**src/rtl/tron_isa_pkg.sv**
```systemverilog
// rtl/tron_isa_pkg.sv - Tron ISA opcodes and immediate-extension kind encoding
// Purpose: shared opcode byte values and the 2-bit ext_kind codes used by the
//          immediate decode and the extension pipeline stage.
// Ports:   none (package).
package tron_isa_pkg;

    localparam logic [7:0] OP_ANDI  = 8'h10;
    localparam logic [7:0] OP_ORI   = 8'h20;
    localparam logic [7:0] OP_XORI  = 8'h30;
    localparam logic [7:0] OP_ADDI  = 8'h50;
    localparam logic [7:0] OP_LSHI0 = 8'h80;
    localparam logic [7:0] OP_LSHI1 = 8'h81;
    localparam logic [7:0] OP_SUBI  = 8'h90;
    localparam logic [7:0] OP_CMPI  = 8'hB0;
    localparam logic [7:0] OP_BCOND = 8'hC0;
    localparam logic [7:0] OP_MOVI  = 8'hD0;
    localparam logic [7:0] OP_LUI   = 8'hF0;

    typedef enum logic [1:0] {
        EXT_ZERO  = 2'd0,
        EXT_SIGN  = 2'd1,
        EXT_SHAMT = 2'd2,
        EXT_UPPER = 2'd3
    } ext_kind_t;

endpackage

```
**src/rtl/imm_ext_decode.sv**
```systemverilog
// rtl/imm_ext_decode.sv - combinational opcode decode and immediate widening
// Purpose: selects the extension kind from the opcode and produces the
//          DATA_WIDTH immediate. Purely combinational.
// Ports:   i_op   - instruction opcode byte
//          i_imm  - raw IMM_WIDTH immediate
//          o_kind - extension applied (0 zero, 1 sign, 2 shamt, 3 upper)
//          o_imm  - extended immediate
module imm_ext_decode
    import tron_isa_pkg::*;
#(
    parameter int DATA_WIDTH  = 16,
    parameter int IMM_WIDTH   = 8,
    parameter int SHAMT_WIDTH = 4
) (
    input  logic [7:0]            i_op,
    input  logic [IMM_WIDTH-1:0]  i_imm,
    output logic [1:0]            o_kind,
    output logic [DATA_WIDTH-1:0] o_imm
);

    logic [DATA_WIDTH-1:0] w_zext;
    logic [DATA_WIDTH-1:0] w_sext;
    logic [DATA_WIDTH-1:0] w_shamt;
    logic [DATA_WIDTH-1:0] w_upper;

    assign w_zext  = DATA_WIDTH'(i_imm);
    assign w_sext  = DATA_WIDTH'($signed(i_imm));
    assign w_shamt = DATA_WIDTH'($signed(i_imm[SHAMT_WIDTH-1:0]));
    // Shifting the sign-extended immediate gives {imm, zeros} sign-extended
    // from bit 2*IMM_WIDTH-1, without a zero-width replication when
    // DATA_WIDTH == 2*IMM_WIDTH.
    assign w_upper = w_sext << IMM_WIDTH;

    always_comb begin
        o_kind = EXT_ZERO;
        o_imm  = w_zext;
        case (i_op)
            OP_ADDI, OP_SUBI, OP_CMPI, OP_BCOND, OP_MOVI: begin
                o_kind = EXT_SIGN;
                o_imm  = w_sext;
            end
            OP_LSHI0, OP_LSHI1: begin
                o_kind = EXT_SHAMT;
                o_imm  = w_shamt;
            end
            OP_LUI: begin
                o_kind = EXT_UPPER;
                o_imm  = w_upper;
            end
            default: begin
                o_kind = EXT_ZERO;
                o_imm  = w_zext;
            end
        endcase
    end

endmodule

```
**src/rtl/imm_extend_pipe.sv**
```systemverilog
// rtl/imm_extend_pipe.sv - pipelined immediate extension with 2-entry output queue
// Purpose: decodes op/imm and buffers the extended result in a 2-entry FIFO
//          with valid/ready handshakes on both sides.
// Ports:   clk, reset_n           - clock, async active-low reset
//          flush                  - synchronous clear of buffered entries
//          in_valid/in_ready      - upstream handshake (in_ready = count < 2)
//          in_op, in_imm          - opcode byte and raw immediate
//          out_valid/out_ready    - downstream handshake for the head entry
//          out_imm, out_kind      - head entry extended immediate and kind
module imm_extend_pipe
    import tron_isa_pkg::*;
#(
    parameter int DATA_WIDTH  = 16,
    parameter int IMM_WIDTH   = 8,
    parameter int SHAMT_WIDTH = 4
) (
    input  logic                  clk,
    input  logic                  reset_n,
    input  logic                  flush,
    input  logic                  in_valid,
    output logic                  in_ready,
    input  logic [7:0]            in_op,
    input  logic [IMM_WIDTH-1:0]  in_imm,
    output logic                  out_valid,
    input  logic                  out_ready,
    output logic [DATA_WIDTH-1:0] out_imm,
    output logic [1:0]            out_kind
);

    logic [1:0]            r_count;
    logic [DATA_WIDTH-1:0] r_imm0;
    logic [1:0]            r_kind0;
    logic [DATA_WIDTH-1:0] r_imm1;
    logic [1:0]            r_kind1;

    logic [DATA_WIDTH-1:0] w_dec_imm;
    logic [1:0]            w_dec_kind;
    logic                  w_push;
    logic                  w_pop;

    imm_ext_decode #(
        .DATA_WIDTH  (DATA_WIDTH),
        .IMM_WIDTH   (IMM_WIDTH),
        .SHAMT_WIDTH (SHAMT_WIDTH)
    ) u_decode (
        .i_op   (in_op),
        .i_imm  (in_imm),
        .o_kind (w_dec_kind),
        .o_imm  (w_dec_imm)
    );

    // Both handshake outputs come straight from the registered count, so
    // there is no combinational path from in_* or out_ready to them.
    assign in_ready  = (r_count < 2'd2);
    assign out_valid = (r_count != 2'd0);
    assign out_imm   = r_imm0;
    assign out_kind  = r_kind0;

    assign w_push = in_valid & in_ready;
    assign w_pop  = out_valid & out_ready;

    always_ff @(posedge clk or negedge reset_n) begin
        if (!reset_n) begin
            r_count <= 2'd0;
            r_imm0  <= '0;
            r_kind0 <= 2'd0;
            r_imm1  <= '0;
            r_kind1 <= 2'd0;
        end else if (flush) begin
            // Entry data is left in place so the outputs hold their last value.
            r_count <= 2'd0;
        end else begin
            case ({w_push, w_pop})
                2'b10: begin
                    if (r_count == 2'd0) begin
                        r_imm0  <= w_dec_imm;
                        r_kind0 <= w_dec_kind;
                    end else begin
                        r_imm1  <= w_dec_imm;
                        r_kind1 <= w_dec_kind;
                    end
                    r_count <= r_count + 2'd1;
                end
                2'b01: begin
                    if (r_count == 2'd2) begin
                        r_imm0  <= r_imm1;
                        r_kind0 <= r_kind1;
                    end
                    r_count <= r_count - 2'd1;
                end
                2'b11: begin
                    // Only reachable with count == 1: head is replaced in place.
                    r_imm0  <= w_dec_imm;
                    r_kind0 <= w_dec_kind;
                end
                default: ;
            endcase
        end
    end

endmodule

```
**config.mk**
```make
export PLATFORM = sky130hd
export DESIGN_NAME = imm_extend_pipe
export DESIGN_NICKNAME = d
export VERILOG_FILES = /design/src/rtl/tron_isa_pkg.sv /design/src/rtl/imm_ext_decode.sv /design/src/rtl/imm_extend_pipe.sv
export SDC_FILE = /design/constraint.sdc
export NUM_CORES = 1
export LEC_CHECK = 0
export CAP_MARGIN = 5
export CORE_UTILIZATION = 54
export DETAILED_ROUTE_END_ITERATION = 6
export GPL_TIMING_DRIVEN = 0
export HOLD_SLACK_MARGIN = 0.08
export MAX_ROUTING_LAYER = met4
export PLACE_DENSITY = 0.82
export SLEW_MARGIN = 20
export SYNTH_ARGS = -nofsm -noshare
export SYNTH_HDL_FRONTEND = slang
export SYNTH_SLANG_ARGS = --single-unit
```
**constraint.sdc**
```tcl
create_clock -name clk -period 3.2 [get_ports clk]
set_clock_uncertainty 0.15 [all_clocks]
set_input_delay 0.32 -clock clk [delete_from_list [all_inputs] [get_ports clk]]
set_output_delay 0.32 -clock clk [all_outputs]
set_load 0.02 [all_outputs]
```
; ---- Word level (Yosys, flattened, before mapping)
; Cells that the tools add are included.
[classes]
addsub = 2
n_lt_le_gt_ge = 1
n_eq_ne = 14
n_mux = 10
bitwise = 4
n_reduce_logical = 8
[op_table]
columns = cell, count
row1 = 16-bit case mux with 3 select lines, 2
row2 = "8-bit == test, second input constant", 7
row3 = 16-bit 2-to-1 mux, 2
row4 = 2-bit case mux with 3 select lines, 2
row5 = "8-bit by 7-bit == test with 1-bit output, second input constant", 1
row6 = "2-bit == test, second input constant", 3
row7 = 2-bit 2-to-1 mux, 3
row8 = 3-bit nonzero test, 2
row9 = 5-bit OR reduction, 1
row10 = "2-bit inequality test, second input constant", 2
row11 = 2-bit case mux with 2 select lines, 1
row12 = 4-bit AND reduction, 1
row13 = 3-bit AND reduction, 1
row14 = "2-bit by 1-bit adder with 2-bit output, second input constant", 1
row15 = 1-bit bitwise AND, 2
row16 = "2-bit by 1-bit == test with 1-bit output, second input constant", 1
row17 = 2-bit logical NOT, 1
row18 = "2-bit less-than comparator, second input constant", 1
row19 = 1-bit inverter, 2
row20 = 2-bit nonzero test, 1
row21 = 2-bit OR reduction, 1
row22 = "2-bit by 1-bit subtractor with 2-bit output, second input constant", 1
[totals]
ff_bits = 38
inputBits = 21
output_inout_bits = 20
elab_cells = 44

; ---- Depth between registers and ports, before layout
; Gate-level depths: netlist (run 1).
[logic_depth]
ltp_word = 5
ltp_mapped = 6
depth_no_buf = 5

; ---- Hierarchy
; A second synthesis (run 1) with hierarchy kept.
[hier_totals]
cells_unflattened = 154
area_unflattened_um2 = 2108.3
[modules_own_cells]
columns = module, instances, cells_per_inst, area_per_inst_um2, seq_area_each_um2
row1 = imm_extend_pipe, 1, 112, 1848.0, 950.9
row2 = imm_ext_decode, 1, 42, 260.2, 0.0

; ---- Worst setup path after synthesis (run 1)
; No wires, ideal clock.
[synth_timing]
kind = reg-to-reg
start = reg r_count[1]
end = reg r_kind0[0] (netlist: out_kind[0])
setup_ns = 0.119
arrival_ns = 1.476
t_required_ns = 2.931
path_slack_ns = 1.455
path_stages_with_launch = 7
n_path_buf = 1
synth_period_minus_slack_ns = 1.745
cell_sequence = dfrtp_1 inv_1 nand3_1 a21oi_4 buf_2 o211ai_1 o21a_1
[synth_via]
elab_chain_len = 5
elab_cells_between_ends = 14
classes_between = order compare: 1 / eq/ne: 6 / mux: 1 / bitwise: 2 / reduce/logical: 4
[synth_lines]
columns = item, line
row1 = start: declaration, imm_extend_pipe.sv:30  ; logic [1:0] r_count;
row2 = start signal: assignment, imm_extend_pipe.sv:82  ; r_count <= r_count + 2'd1;
row3 = start signal: assignment, imm_extend_pipe.sv:89  ; r_count <= r_count - 2'd1;
row4 = 2-bit less-than comparator (*), imm_extend_pipe.sv:54  ; assign in_ready = (r_count < 2'd2);
row5 = net in_ready, imm_extend_pipe.sv:21  ; output logic in_ready,
row6 = 1-bit bitwise AND (*), imm_extend_pipe.sv:59  ; assign w_push = in_valid & in_ready;
row7 = 2-bit by 1-bit == test with 1-bit output / 2-bit == test (equally long branches), imm_extend_pipe.sv:73  ; case ({w_push, w_pop})
row8 = 2-bit inequality test (no line) / 3-bit nonzero test (equally long branches), -
row9 = 4-bit AND reduction (no line), -
row10 = end signal: assignment, imm_extend_pipe.sv:77  ; r_kind0 <= w_dec_kind;
row11 = end signal: assignment, imm_extend_pipe.sv:87  ; r_kind0 <= r_kind1;
row12 = end signal: assignment, imm_extend_pipe.sv:94  ; r_kind0 <= w_dec_kind;
row13 = end: declaration, imm_extend_pipe.sv:32  ; logic [1:0] r_kind0;
; Mark *: on every way through the listed nets, which the timed path passes. The rest lies on a longest branch.
; A chain may end at the register's enable or synchronous reset.

; ---- Worst setup path in the final report (run 1)
[layout_timing]
start = reg r_count[1]
end = out out_valid
[layout_via]
elab_chain_len = 1
[layout_lines]
columns = item, line
row1 = 2-bit nonzero test, imm_extend_pipe.sv:55  ; assign out_valid = (r_count != 2'd0);
row2 = end: declaration, imm_extend_pipe.sv:24  ; output logic out_valid,
; Every way passes these cells.

==> results of run 1 <==
-- cell usage in the layout (no fill, tap or decap), drive strengths merged --
cell / count
a2111o: 1
a211o: 1
a211oi: 1
a21oi: 15
a221oi: 10
a31oi: 7
a41oi: 1
and2: 1
and2b: 1
and3: 1
and4b: 1
buf: 8
clkbuf: 9
clkdlybuf4s50: 39
dfrtp: 38
dlygate4sd3: 1
inv: 2
nand2: 33
nand2b: 2
nand3: 11
nor2: 43
nor2b: 4
nor3: 2
nor3b: 1
nor4b: 1
o211a: 1
o211ai: 3
o21a: 2
o21ai: 9
o22ai: 3
or2: 2
or2b: 1
or3: 2
-- power groups by stage --
stage | Sequential [mW] | Clock, mW | Combinational [mW]
after floorplan | 0.674 | 0 | 0.146
after global placement | 0.628 | 0 | 0.346
after detailed placement | 0.632 | 0 | 0.355
after CTS | 0.622 | 0.253 | 0.359
after global routing | 0.634 | 0.267 | 0.391
final | 0.622 | 0.253 | 0.357
-- cell families (layout without fill, tap and decap cells) --
family	after synthesis	count (layout)	share of synthesized area, %
DFF	38	38	49.3
and+or+nand+nor	106	106	25.0
AOI/OAI and AO/OA	54	54	23.1
buffers and inverters	11	59	2.59
-- registers in the layout, summed over array words and instances (netlist names) --
name,flops
r_kind1,2
r_imm1,16
out_kind,2
out_imm,16
r_count,2
-- layout make-up --
class                           count  share of cell area (%)
Inverter                            2                   0.304
Tap cell                           46                    2.33
Buffer                              9                    1.72
Timing Repair Buffer               42                    17.5
Sequential cell                    38                    38.5
Clock buffer                        6                    2.08
Multi-Input combinational cell    160                    37.6
-- path summary, 6_finish.rpt --
path	to	slack (ns)	depth (start not counted)
max	out_valid	1.06	2
min	out_imm[12]	0.27	2
max reg2reg	out_imm[11]	1.23	5
min reg2reg	r_imm1[2]	0.35	2
max in group asynchronous	r_imm1[15]	2.18	3
min in group clk	r_imm1[2]	0.35	2
-- worst max-delay path, delay by kind of cell (launching register included) --
family        cells  cell delay (ns)
buf+inv           1             0.54
simple gates      1             0.32
flops             1             0.48
-- per-layer routing --
layer | vias to the layer above | track usage, %
li1 | 835 | -
met1 | 848 | 36.7
met2 | 52 | 44.7
met3 | 11 | 4.55
met4 | 0 | 10.8
met5 | - | -
-- stage by stage --
step / util, % / setup WS (ns)
CTS: 72.9 / 1.06
detailed placement: 71.1 / 0.795
floorplan: - / 1.46
global placement: 70.4 / 0.740
global route: 72.9 / 0.952
finish: 72.9 / 1.06
==> flow_metrics.tcl, run 1 <==
set metrics [dict create \
    result_of_the_run "completed" \
    placement.io_buffers 40 \
    ant_nets 0 \
    top_signal_layer_used "met4" \
    antenna_found_initial 0 \
    cell_internal_pwr_mw 0.842 \
    cts_resized 0 \
    dr_total_vias 1746 \
    power.clock.fraction_pct 20.5 \
    gp_congestion 0.832 \
    power.switching_mw 0.390 \
    hold_viol 0 \
    m1WireLength_mm 2.15 \
    synth-main-ff-cell "sky130_fd_sc_hd__dfrtp_1" \
    worst-path-max-fanout 7 \
    layout.cell_area.non_filler_um2 2470 \
    global_route.overflow_total 0 \
    post-layout-total-power_mw 1.23 \
    setup_viol 0 \
    ctsHoldBuffers 1 \
    synthesis.area_per_instance_um2 9.23 \
    route.met3.wl_um 187 \
    grt_util_all_layers_pct 28.3 \
    synth.largest_area_cell "sky130_fd_sc_hd__dfrtp_1" \
    tritoncts "built" \
    synth_seq_cells 38 \
    layout.cells.non_filler 303 \
    final_min_period_over_clock_period_pct 66.9 \
    path_clk_slew_ns 0.11 \
    i_o_pin_total 41 \
    worst_slew_margin_rel_pct 65.5 \
    critPathLaunchType "flop" \
    fin_nets 279 \
    register_area_um2 951 \
    syn-instance-count 209 \
    dpl-instance-area_um2 2410 \
    tightestPinTransition_ns 0.516 \
    critical_path.endpoint_type "output port" \
    synth_top_area_share_pct 49.3 \
    drive_above_1_share_pct 10.9 \
    drt_first_iter_violations 118 \
    wl_met2_mm 2.28 \
    timing.setup.critical_path_class "reg -> out" \
    ys_types 41 \
    num-fill-cells 261 \
    max_clock_freq_mhz 467 \
    r2r-start "r_count[0]" \
    setup_tns_final_ns 0 \
    drt_pre_antenna_iters 4 \
    seqPwrFrac_pct 50.5 \
    syn_area_um2 1930 \
    required_ns 2.73 \
    async_flop_share_pct 100 \
    synthMostInstantiatedCell "sky130_fd_sc_hd__nor2_1" \
    power.share.switching_pct 31.7 \
    synth_edf_count 0 \
    grt_setup_unrepaired "false" \
    drt-wirelength-per-cell_um 15.5 \
    core_area_um2 3390 \
    static-leakage-power_nw 1.03 \
    area_growth_syn_to_layout_pct 28.1 \
    max_cap_violations 0 \
    ys_seq_area_share_pct 49.3 \
    cpPeakStageDelay_ns 0.54 \
    worst-endpoint-arrival_ns 1.67 \
    clock_insertion_delay_worst_skew_ns 0.35 \
    floorplan.die.width_um 61.8 \
    power_density_nw_per_um2 499 \
    detailed_place_hpwl_mm 3.30 \
    min_path_type "in -> async" \
    die_area_um2 3820 \
    post-route-min-period_ns 2.14 \
    grt_pass1_wl_mm 7.43 \
    vias_per_cell 5.76 \
    yosys-top-cells-area "sky130_fd_sc_hd__dfrtp_1 49%, sky130_fd_sc_hd__nor2_1 8.4%, sky130_fd_sc_hd__nand2_1 6.4%, sky130_fd_sc_hd__a221oi_2 5.4%, sky130_fd_sc_hd__a21oi_1 3.6%" \
    multi_input_comb_area_um2 928 \
    vdd_drop_max_mv 0.278 \
    diodes 0 \
    route.detailed.drc 0 \
    cts_setup_buffers 0 \
    ys_warn_count 0 \
    synth_fp_nets 230 \
    dp_cells 296 \
    worst_path_max_delay_cell "sky130_fd_sc_hd__clkdlybuf4s50_1" \
    share_of_power_burned_in_combinational_logic_pct 29.0 \
    worstSetupStartpoint "r_count[1]" \
    cts-buffers-inserted 5 \
    cts.root.buffer_cell "sky130_fd_sc_hd__clkbuf_4" \
    crit_path_cell_trace "or2_2 -> clkdlybuf4s50_1" \
    cts_max_level 2 \
    drt-total-wl_mm 4.70 \
    hold_ws_ns 0.268 \
    initial_core_util_pct 56.9 \
    ctsLongestPathBuffers 2 \
    grt_pass1_vias 1561 \
    final_max_slew_viol_count 0 \
    die-height_um 61.8 \
    row_count 21 \
    synthTopCellsByCount "43 x sky130_fd_sc_hd__nor2_1, 38 x sky130_fd_sc_hd__dfrtp_1, 33 x sky130_fd_sc_hd__nand2_1" \
    tritoncts_num_sinks 38 \
    largest_net_degree_at_the_start_of_global_routing 24 \
]
No activity file was read; power rests on OpenSTA's default activity.
==> run 2, diff against run 1 <==
--- a/config.mk
+++ b/config.mk
@@ -6,12 +6,12 @@
 export NUM_CORES = 1
 export LEC_CHECK = 0
 export CAP_MARGIN = 5
-export CORE_UTILIZATION = 54
+export CORE_UTILIZATION = 50
 export DETAILED_ROUTE_END_ITERATION = 6
 export GPL_TIMING_DRIVEN = 0
 export HOLD_SLACK_MARGIN = 0.08
 export MAX_ROUTING_LAYER = met4
-export PLACE_DENSITY = 0.82
+export PLACE_DENSITY = 0.77
 export SLEW_MARGIN = 20
 export SYNTH_ARGS = -nofsm -noshare
 export SYNTH_HDL_FRONTEND = slang
==> constraint.sdc (replaced) <==
create_clock -name clk -period 2.05 [get_ports clk]
set_clock_uncertainty 0.15 [all_clocks]
set_input_delay 0.205 -clock clk [delete_from_list [all_inputs] [get_ports clk]]
set_output_delay 0.205 -clock clk [all_outputs]
set_load 0.02 [all_outputs]
==> flow_metrics.tcl, run 2 (synthesis gave the netlist of run 1 again) <==
set metrics [dict create \
    vias_per_cell 5.66 \
    cts.root.buffer_cell "sky130_fd_sc_hd__clkbuf_8" \
    final_max_slew_viol_count 0 \
    dr_total_vias 1765 \
    max_cap_violations 0 \
    path_clk_slew_ns 0.07 \
    grt_util_all_layers_pct 25.9 \
    tritoncts "built" \
    post-route-min-period_ns 1.96 \
    floorplan.die.width_um 64.1 \
    drt_first_iter_violations 207 \
    gp_congestion 0.815 \
    static-leakage-power_nw 1.08 \
    power_density_nw_per_um2 799 \
    largest_net_degree_at_the_start_of_global_routing 31 \
    row_count 22 \
    drive_above_1_share_pct 14.4 \
    regToRegSetupSlack_ns 0.15 \
    tightestPinTransition_ns 0.422 \
    worst_slew_margin_rel_pct 71.9 \
    post-layout-total-power_mw 2.05 \
    final.setup.worst_slack_ns 0.0891 \
    route.detailed.drc 0 \
    min_path_type "in -> async" \
    core_area_um2 3690 \
    result_of_the_run "completed" \
    worst-path-max-fanout 7 \
    reg2regPathDepth 6 \
    ctsLongestPathBuffers 2 \
    die_area_um2 4110 \
    required_ns 1.69 \
    final_min_period_over_clock_period_pct 95.7 \
    antenna_found_initial 0 \
    setup_viol 0 \
    max_clock_freq_mhz 510 \
    grt_pass1_vias 1663 \
    worst-endpoint-arrival_ns 1.61 \
    clock_insertion_delay_worst_skew_ns 0.29 \
    hold_viol 0 \
    drt-wirelength-per-cell_um 15.1 \
    detailed_place_hpwl_mm 3.21 \
    cts_max_level 2 \
    global_route.overflow_total 0 \
    tritoncts_num_sinks 38 \
    grt_setup_unrepaired "false" \
    drt_pre_antenna_iters 4 \
    r2r-start "r_count[1]" \
    worst_r2r_endpoint "r_imm1[9]" \
    fin_nets 286 \
    cts-buffers-inserted 5 \
    critPathLaunchType "flop" \
    layout_common_cells "43 x sky130_fd_sc_hd__nor2_1, 39 x sky130_fd_sc_hd__clkdlybuf4s50_1, 38 x sky130_fd_sc_hd__dfrtp_1" \
    diodes 0 \
    timing.setup.critical_path_class "reg -> out" \
    place_worst_setup_slack_ns -0.282 \
    drt-total-wl_mm 4.73 \
    i_o_pin_total 41 \
    grt_pass1_wl_mm 7.84 \
    ant_nets 0 \
    vdd_drop_max_mv 0.590 \
    critical_path.endpoint_type "output port" \
    die-height_um 64.1 \
    mostFrequentLayoutCell "sky130_fd_sc_hd__nor2_1" \
    initial_core_util_pct 52.3 \
    area_growth_syn_to_layout_pct 33.1 \
    placement.io_buffers 40 \
]
## run 2: cell count changes in the layout (fill, tap and decap cells not counted), sizes merged
cell	before	now
buf	8	15
## run 2: where the power goes
part           internal [mW]  switching, mW  total, mW  leakage [nW]
clock                  0.259          0.250      0.509        0.0431
combinational          0.274          0.294      0.569         0.574
sequential             0.895         0.0801      0.975         0.465
## run 2: critical path, cell delays in order (launching register included)
cell and delay, ns:
sky130_fd_sc_hd__dfrtp_1 0.46, sky130_fd_sc_hd__or2_2 0.32, sky130_fd_sc_hd__clkdlybuf4s50_1 0.54
## run 2: routing by layer
metal  part of all wire [%]  track usage [%]  vias to the layer above
met4                   0.85             8.06                        0
met2                     46             40.8                       62
met5                      0                -                        -
met3                    5.5             4.29                        7
met1                     48             34.4                      841
li1                       -                -                      855
## run 2: worst max-delay path by stage
stage	startpoint	to	cells past startpoint
global placement	reset_n	out_imm[1]	1
floorplan	r_count[1]	out_kind[0]	6
CTS	out_ready	out_kind[0]	7
global route	out_ready	out_imm[6]	7
detailed placement	out_ready	out_kind[0]	7
finish	r_count[1]	out_valid	2
## run 2: final cells by class
type,count,area (µm²)
fill,306,1120
sequential,38,951
multi-input combinational,160,940
timing repair buffer,49,478
clock buffer,6,82.6
tap,48,60.1
buffer,9,50.0
inverter,2,7.51
## run 2: repair_timing
item	4_1_cts	5_1_grt
endpoints found under the hold margin	38	0
gates resized for setup	0	7
hold buffers	1	0
setup buffers	0	7
endpoints found under the setup margin	0	10
## run 2: stage by stage
step	hold WS (ns)	instance area, µm²	std cells	setup TNS [ns]	utilization, %
detailed placement	-0.0614	2400	298	-3.81	65.2
floorplan	-0.241	1930	209	0	-
finish	0.154	2570	312	0	69.6
CTS	0.153	2500	305	0	67.7
global placement	0.309	2390	297	-14.76	64.8
global route	0.189	2570	312	0	69.6
==> run 3, diff against run 2 <==
--- a/config.mk
+++ b/config.mk
@@ -7,6 +7,7 @@
 export LEC_CHECK = 0
 export CAP_MARGIN = 5
 export CORE_UTILIZATION = 50
+export CTS_CLUSTER_SIZE = 40
 export DETAILED_ROUTE_END_ITERATION = 6
 export GPL_TIMING_DRIVEN = 0
 export HOLD_SLACK_MARGIN = 0.08
==> results of run 3 <==
The final DEF is identical to that of run 2; final timing and power are the same.
